### src/rtl/sm83_pkg.sv
// sm83_pkg: types and constants shared across the sm83 core.
//   s_db_t      - 8-bit data bus byte
//   s_addr_t    - 16-bit memory address
//   seq_state_t - fetch sequencer state (RUN, PREFIX, HALT)
//   OPC_*       - opcodes the sequencer treats specially
package sm83_pkg;

  typedef logic [7:0]  s_db_t;
  typedef logic [15:0] s_addr_t;

  typedef enum logic [1:0] {
    SEQ_RUN    = 2'd0,
    SEQ_PREFIX = 2'd1,
    SEQ_HALT   = 2'd2
  } seq_state_t;

  localparam s_db_t OPC_NOP  = 8'h00;
  localparam s_db_t OPC_CB   = 8'hCB;
  localparam s_db_t OPC_HALT = 8'h76;

endpackage

### src/rtl/sm83_fetch.sv
// sm83_fetch: instruction-fetch and M-cycle sequencer for the sm83 core.
// Performs the overlapped opcode fetch (next opcode is read during the last
// M-cycle of the current instruction), CB-prefix fetch and HALT.
// Ports:
//   clk, reset        - clock (one edge per T-cycle), sync active-high reset
//   d_in              - memory read data, sampled at T4
//   addr_in           - datapath address for non-fetch M-cycles
//   last_m            - decoder: current M-cycle is the instruction's last
//   pc_load, pc_new   - load PC with a jump/call/return target at T4
//   halt, irq_pending - current op is HALT / enabled interrupt pending
//   mem_addr, mem_rd  - memory address and read strobe (combinational)
//   pc, ir, cb        - program counter, current opcode, CB-prefixed flag
//   m_cycle, t_phase  - M-cycle index and T-cycle within the M-cycle
//   halted            - sequencer is in HALT
module sm83_fetch
  import sm83_pkg::*;
#(
  parameter logic [15:0] RESET_PC = 16'h0000,
  parameter int          MAX_M    = 5
) (
  input  logic        clk,
  input  logic        reset,
  input  logic [7:0]  d_in,
  input  logic [15:0] addr_in,
  input  logic        last_m,
  input  logic        pc_load,
  input  logic [15:0] pc_new,
  input  logic        halt,
  input  logic        irq_pending,
  output logic [15:0] mem_addr,
  output logic        mem_rd,
  output logic [15:0] pc,
  output logic [7:0]  ir,
  output logic        cb,
  output logic [2:0]  m_cycle,
  output logic [1:0]  t_phase,
  output logic        halted
);

  seq_state_t state;
  logic       t4;
  s_addr_t    pc_inc;
  logic [2:0] m_next;

  assign t4     = (t_phase == 2'd3);
  assign pc_inc = pc + 16'd1;
  assign m_next = (m_cycle == 3'(MAX_M)) ? m_cycle : m_cycle + 3'd1;
  assign halted = (state == SEQ_HALT);

  // Fetch cycles drive PC; datapath M-cycles use the datapath's address
  // and own their read strobe.
  always_comb begin
    mem_addr = pc;
    mem_rd   = 1'b0;
    case (state)
      SEQ_PREFIX: mem_rd = 1'b1;
      SEQ_RUN: begin
        if (last_m) begin
          mem_rd = 1'b1;
        end else begin
          mem_addr = addr_in;
        end
      end
      default: mem_rd = 1'b0;
    endcase
  end

  always_ff @(posedge clk) begin
    if (reset) begin
      state   <= SEQ_RUN;
      pc      <= RESET_PC;
      ir      <= OPC_NOP;
      cb      <= 1'b0;
      m_cycle <= 3'd0;
      t_phase <= 2'd0;
    end else begin
      t_phase <= t_phase + 2'd1;
      if (t4) begin
        case (state)
          SEQ_RUN: begin
            if (!last_m) begin
              m_cycle <= m_next;
              if (pc_load) pc <= pc_new;
            end else if (halt && !irq_pending) begin
              state <= SEQ_HALT;
            end else begin
              // Opcode commit; a simultaneous pc_load overrides the increment.
              ir      <= d_in;
              cb      <= 1'b0;
              m_cycle <= 3'd0;
              pc      <= pc_load ? pc_new : pc_inc;
              if (d_in == OPC_CB) state <= SEQ_PREFIX;
            end
          end
          SEQ_PREFIX: begin
            // Second byte always commits as a CB opcode, never re-prefixes.
            ir      <= d_in;
            cb      <= 1'b1;
            pc      <= pc_inc;
            m_cycle <= 3'd0;
            state   <= SEQ_RUN;
          end
          SEQ_HALT: begin
            // Wake into a forced NOP whose last M-cycle refetches at pc.
            if (irq_pending) begin
              ir      <= OPC_NOP;
              m_cycle <= 3'd0;
              state   <= SEQ_RUN;
            end
          end
          default: state <= SEQ_RUN;
        endcase
      end
    end
  end

endmodule

### config.mk
export PLATFORM = sky130hd
export DESIGN_NAME = sm83_fetch
export DESIGN_NICKNAME = d
export VERILOG_FILES = /design/src/rtl/sm83_pkg.sv /design/src/rtl/sm83_fetch.sv
export SDC_FILE = /design/constraint.sdc
export NUM_CORES = 1
export LEC_CHECK = 0
export BUFFER_PORTS_ARGS = -buffer_cell sky130_fd_sc_hd__buf_2
export CELL_PAD_IN_SITES_DETAIL_PLACEMENT = 0
export CELL_PAD_IN_SITES_GLOBAL_PLACEMENT = 1
export CORE_MARGIN = 3
export CORE_UTILIZATION = 30
export DETAILED_ROUTE_END_ITERATION = 16
export PLACE_DENSITY_LB_ADDON = 0.1
export SYNTH_ARGS = -nofsm -noshare
export SYNTH_HDL_FRONTEND = slang
export SYNTH_SLANG_ARGS = --single-unit
### constraint.sdc
create_clock -name clk -period 4.74 [get_ports clk]
set_clock_uncertainty 0.05 [all_clocks]
set_input_delay 0.948 -clock clk [delete_from_list [all_inputs] [get_ports clk]]
set_output_delay 0.948 -clock clk [all_outputs]
set_load 0.01 [all_outputs]
Word level (Yosys, flattened, before mapping)
Index checks and enable logic that the tools add are counted.
Storage, ports and cells
  register bits after elaboration: 32
  input port bits: 46
  output and inout bits: 48
  logic and storage cells: 57
Cells by class
  add/sub/neg operators: 3
  equal/unequal tests: 12
  muxes and demuxes: 26
  reduce and logical (&&, ||, !) cells: 10
Operators with widths (count)
  $mux 16: 6
  $pmux 16 s2: 1
  $mux 8: 3
  $pmux 8 s3: 1
  $add 16x1->16 const B: 1
  $mux 3: 4
  $ne 3x3->1 const B: 4
  $reduce_and 4->1: 3
  $reduce_and 5->1: 2
  $pmux 3 s3: 1
  $eq 8x8->1 const B: 1
  $mux 2: 4
  $ne 2x2->1 const B: 3
  $eq 2x2->1 const B: 2
  $pmux 1 s2: 2
  $pmux 2 s2: 1
  $add 3x1->3 const B: 1
  $eq 3x3->1 const B: 1
  $mux 1: 3
  $reduce_bool 3->1: 1
  $add 2x1->2 const B: 1
  $eq 2x1->1 const B: 1
  $logic_not 2->1: 1
  $reduce_bool 2->1: 1
  2 further kinds: 2

Longest topological paths before layout
  depth after elaboration: 5
  depth in mapped cells: 10
  mapped depth without buffers: 6

Worst setup path after synthesis
No wires, ideal clock.
  path kind: input port to output port
  start point: in last_m
  end point: out mem_addr[11]
  data arrival time: 2.136 ns
  data required time: 3.742 ns
  path slack: 1.606 ns
  stages on the path: 5
  buffers on the path: 3
  cells stage by stage: buf_2 > nor2b_1 > clkbuf_1 > clkbuf_1 > mux2_2
Between the ends
  word-level cells in the longest chain between the ends: 2
Ends and longest elaborated chain
  start: declaration: RTL line sm83_fetch.sv:25  | input logic last_m,
  $mux 16: RTL line sm83_fetch.sv:58  | if (last_m) begin
  $mux 16: RTL line sm83_fetch.sv:55  | case (state)
  end: declaration: RTL line sm83_fetch.sv:30  | output logic [15:0] mem_addr,
Every way passes these cells.

Worst setup path in the final report
  start point: reg state[0]
  end point: out mem_addr[1]
Between the ends
  word-level cells in the longest chain between the ends: 2
Ends and longest elaborated chain
  start: declaration: RTL line sm83_fetch.sv:40  | seq_state_t state;
  start signal: assignment: RTL line sm83_fetch.sv:70  | state <= SEQ_RUN;
  start signal: assignment: RTL line sm83_fetch.sv:85  | state <= SEQ_HALT;
  start signal: assignment: RTL line sm83_fetch.sv:92  | if (d_in == OPC_CB) state <= SEQ_PREFIX;
  $logic_not 2->1: RTL line sm83_fetch.sv:55
  $mux 16: RTL line sm83_fetch.sv:55
Every way passes these cells.

==> results.txt <==
----------------------------------------------------
[STA]
  Count of final setup violators ... 0
  Number of failing hold endpoints at the final stage ... 0
  Max Clk Rate ... 294 MHz
  Period minus WS final ... 3.40 ns
  Final TNS setup ... 0 ns
  Transition time at the pin with the least slew margin ... 0.892 ns
  Setup repair after global routing missed its margin ... no
  Period Utilization, post-route ... 0.718
  Worst rel slew slack ... 0.402
  Slew Viols, Final ... 0

[Clock network]
  Clock transition at the registers of the reported paths ... approximately 0.070 ns
  Maximum root-to-sink buffer count ... 2
  TritonCTS clock tree ... yes
  Deepest level of the CTS H-tree ... 2
  Num CTS Buffers ... 5
  Buffer cell driving the clock tree root ... clkbuf_8
  Post-CTS repair timing setup buffer count ... 0
  Post-CTS Hold Buffers ... 0
  Skew-Pair Late Insertion Delay ... 0.29 ns
  Count of clock tree sinks ... 32
  Count of instances resized after the clock tree is built ... 0

[Worst setup path]
  Flop2flop setup slack ... 2.16 ns
  Critical Path Sink Type ... output pin
  Critical Path Start ... state[0]$_SDFFE_PP0P_
  CP top delay family ... simple AND/OR/NAND/NOR gates
  Number of buffer and inverter stages on the critical path ... 2
  Critical path fanouts, max ... 18
  Arrival time reported for the critical path endpoint ... 2.40 ns
  Worst Reg-to-Reg Cells ... 6
  Standard cell with the maximum stage delay on the critical path ... nor2b_2
  Start-to-end type of the worst setup path ... register to output pin
  Crit path required time ... 3.74 ns
  Launch instance of the worst register-to-register path ... state[0]$_SDFFE_PP0P_
  Startpoint kind of the worst setup timing path ... register
  Delay of the slowest cell on the worst path ... 0.79 ns
  Sequence of cells on the critical path ... inv_1 > ha_1 > nor2b_2 > mux2_2 > buf_2
  Reg-to-reg critical path endpoint ... pc[11]$_SDFFE_PP0P_

[Floorplan]
  Ports placed on the boundary ... 94
  Core Rows ... 30
  Core Footprint ... 6870 sq um
  Starting utilization of the core area ... 0.313
  Y dimension of the die ... 90.6 microns
  Die Wd ... 90.6 microns
  Die area ... approximately 8000 sq um

[Global routing]
  Largest net degree at the start of global routing ... 34
  Antenna violations before repair ... 0
  Wire length of the first global-routing pass ... 11,400 microns
  Vias in the first global route ... 2,218
  Global-route congestion overflow total ... 0
  GRT Total Usage ... 0.169

[Logic synthesis]
  YS warnings ... 0
  Net count after synthesis ... 328
  Post-Synth Adder-Cell Area ... 0.0466
  Leading register cell type out of synthesis ... dfxtp_1
  Cell count after synthesis ... 274
  Sequential share of the synthesized area ... 0.298
  Mean post-synth cell area ... 7.85 sq um
  Total standard cell area after synthesis ... 2150 sq um
  Number of flops mapped to enable cells by yosys ... 0
  Xor and xnor fraction of the mapped netlist area ... 0
  Combinational family with the most area after synthesis ... compound AO/OA/AOI/OAI gates
  FFs w/ async S/R, synth ... 0
  FF+latch count, synth ... 32
  Cell variety after synth ... 46
  Compound-gate portion of the synthesized area ... 0.279
  Portion of netlist area occupied by mux cells ... 0.0617
  Simple-gate share of the synthesized area ... 0.244

[Hold path]
  Number of instances on the worst hold path ... 1
  Worst Hold Path EP ... t_phase[0]$_SDFF_PP0_
  Origin of the worst min-delay path ... t_phase[0]$_SDFF_PP0_
  Kind of path behind the tightest hold check ... register to register

[Routing]
  # DRC ... 0
  First-pass iteration count of the detailed router ... 4
  Antenna viol nets, final ... 0
  DR vias/cell ... 5.24
  Total vias in the final route ... around 2.4k
  Average routed wire per standard cell ... ~15 microns
  Overall routed net length ... between 6000 and 7000 microns
  Starting DRC count in detailed routing ... 84

[Finish]
  Area Growth Syn to Fin ... 29.5%
  Final antenna diode count ... 0
  Final Net Count ... slightly above 400
  Fill cell total of the finished layout ... 747
  Proportion of layout cells with a drive suffix above 1 ... 0.326
  Layout Cells excl Fill ... about 450

[Placement]
  Half-perimeter wire length after detailed placement ... ~5000 microns
  IO Port Bufs ... between 90 and 100
  Number of cells after detailed placement ... roughly 440
  Final weighted congestion of routability-driven global placement ... between 0.7 and 0.8

[Power]
  Power density of the placed cells ... 253 nW/um^2
  Reported leakage power ... 1.18 nW
  Final total power ... 704 uW
  Maximum ir drop on the vdd rail ... approximately 0.11 mV

[Outcome]
  Outcome ... finished clean

[Run]
  Max-cap viol count ... 0

----------------------------------------------------
==> cell usage after synthesis (all sizes together) (6+ instances only) <==
cell     n  share of area
dfxtp   32           0.30
a21oi   31          0.072
o21ai   30          0.070
clkbuf  17          0.030
nand2   16          0.028
inv     15          0.026
nand4   15          0.044
nand3   12          0.028
mux2    10          0.052
ha       8          0.047
o31a     6          0.024
==> worst max-delay path by stage <==
stage               cells past startpoint      endpoint  slack, ns
detailed placement                      4   mem_addr[1]       1.34
finish                                  5   mem_addr[1]       1.34
global placement                        4   mem_addr[6]       1.34
floorplan                               5  mem_addr[11]       1.61
global route                            7  mem_addr[12]       1.10
CTS                                     5   mem_addr[1]       1.31
==> metrics by stage <==
| step | hold slack [ns] | cell area [sq um] | utilization | setup slack, ns |
|---|---|---|---|---|
| final | 0.408 | 2780 | 0.405 | 1.34 |
| after global routing | 0.438 | 2780 | 0.405 | 1.10 |
| after CTS | 0.410 | 2780 | 0.405 | 1.31 |
| after detailed placement | 0.392 | 2660 | 0.387 | 1.34 |
| after global placement | 0.379 | 2660 | 0.387 | 1.34 |
| after floorplan | 0.408 | 2150 | - | 1.61 |
==> layout make-up <==
| cell class | count | area, sq um | share of cell area |
|---|---|---|---|
| clock buffers | 7 | 96.3 | 0.0346 |
| clock inverters | 1 | 30.0 | 0.0108 |
| inverters | 15 | 56.3 | 0.0202 |
| multi-input cells | 206 | 1360 | 0.488 |
| flip-flops and latches | 32 | 641 | 0.230 |
| well taps | 96 | 120 | 0.0432 |
| repair buffers | 95 | 480 | 0.173 |
==> kinds of logic after synthesis <==
kind of cell	count (synthesis)
flip-flops	32
multiplexers	12
AO/OA/AOI/OAI	98
AND/OR/NAND/NOR	88
adder cells (fa/ha/maj)	8
buffers and inverters	36
==> report_power, final <==
part,leakage [nW],internal [mW],switching [mW]
sequential,0.259,0.276,0.00850
combinational,0.861,0.0541,0.0705
clock,0.0645,0.186,0.109
total,1.18,0.515,0.188
==> cells in the final DEF, fill, tap and decap left out, types with 5 or more instances in the layout <==
cell      instances
buf_2            93
dfxtp_1          32
a21oi_1          31
o21ai_0          29
nand2_1          16
inv_1            15
nand4_1          15
nand3_1          12
mux2_2           10
ha_1              8
clkbuf_8          7
o31a_1            6
nand2b_1          5
a31oi_1           5
o32ai_1           5
and3_1            5
==> sequential cells by signal, indices dropped and copies added, names as in the netlist <==
name and flops:
cb 1, ir 8, m_cycle 3, pc 16
state 2, t_phase 2
==> per-layer routing <==
layer / track usage / share of wire
met1: 0.242 / 0.50
met2: 0.242 / 0.41
met3: 0.0417 / 0.066
met4: 0.0651 / 0.017
met5: 0 / 0
Note: power is estimated with default switching activity, not from simulation.
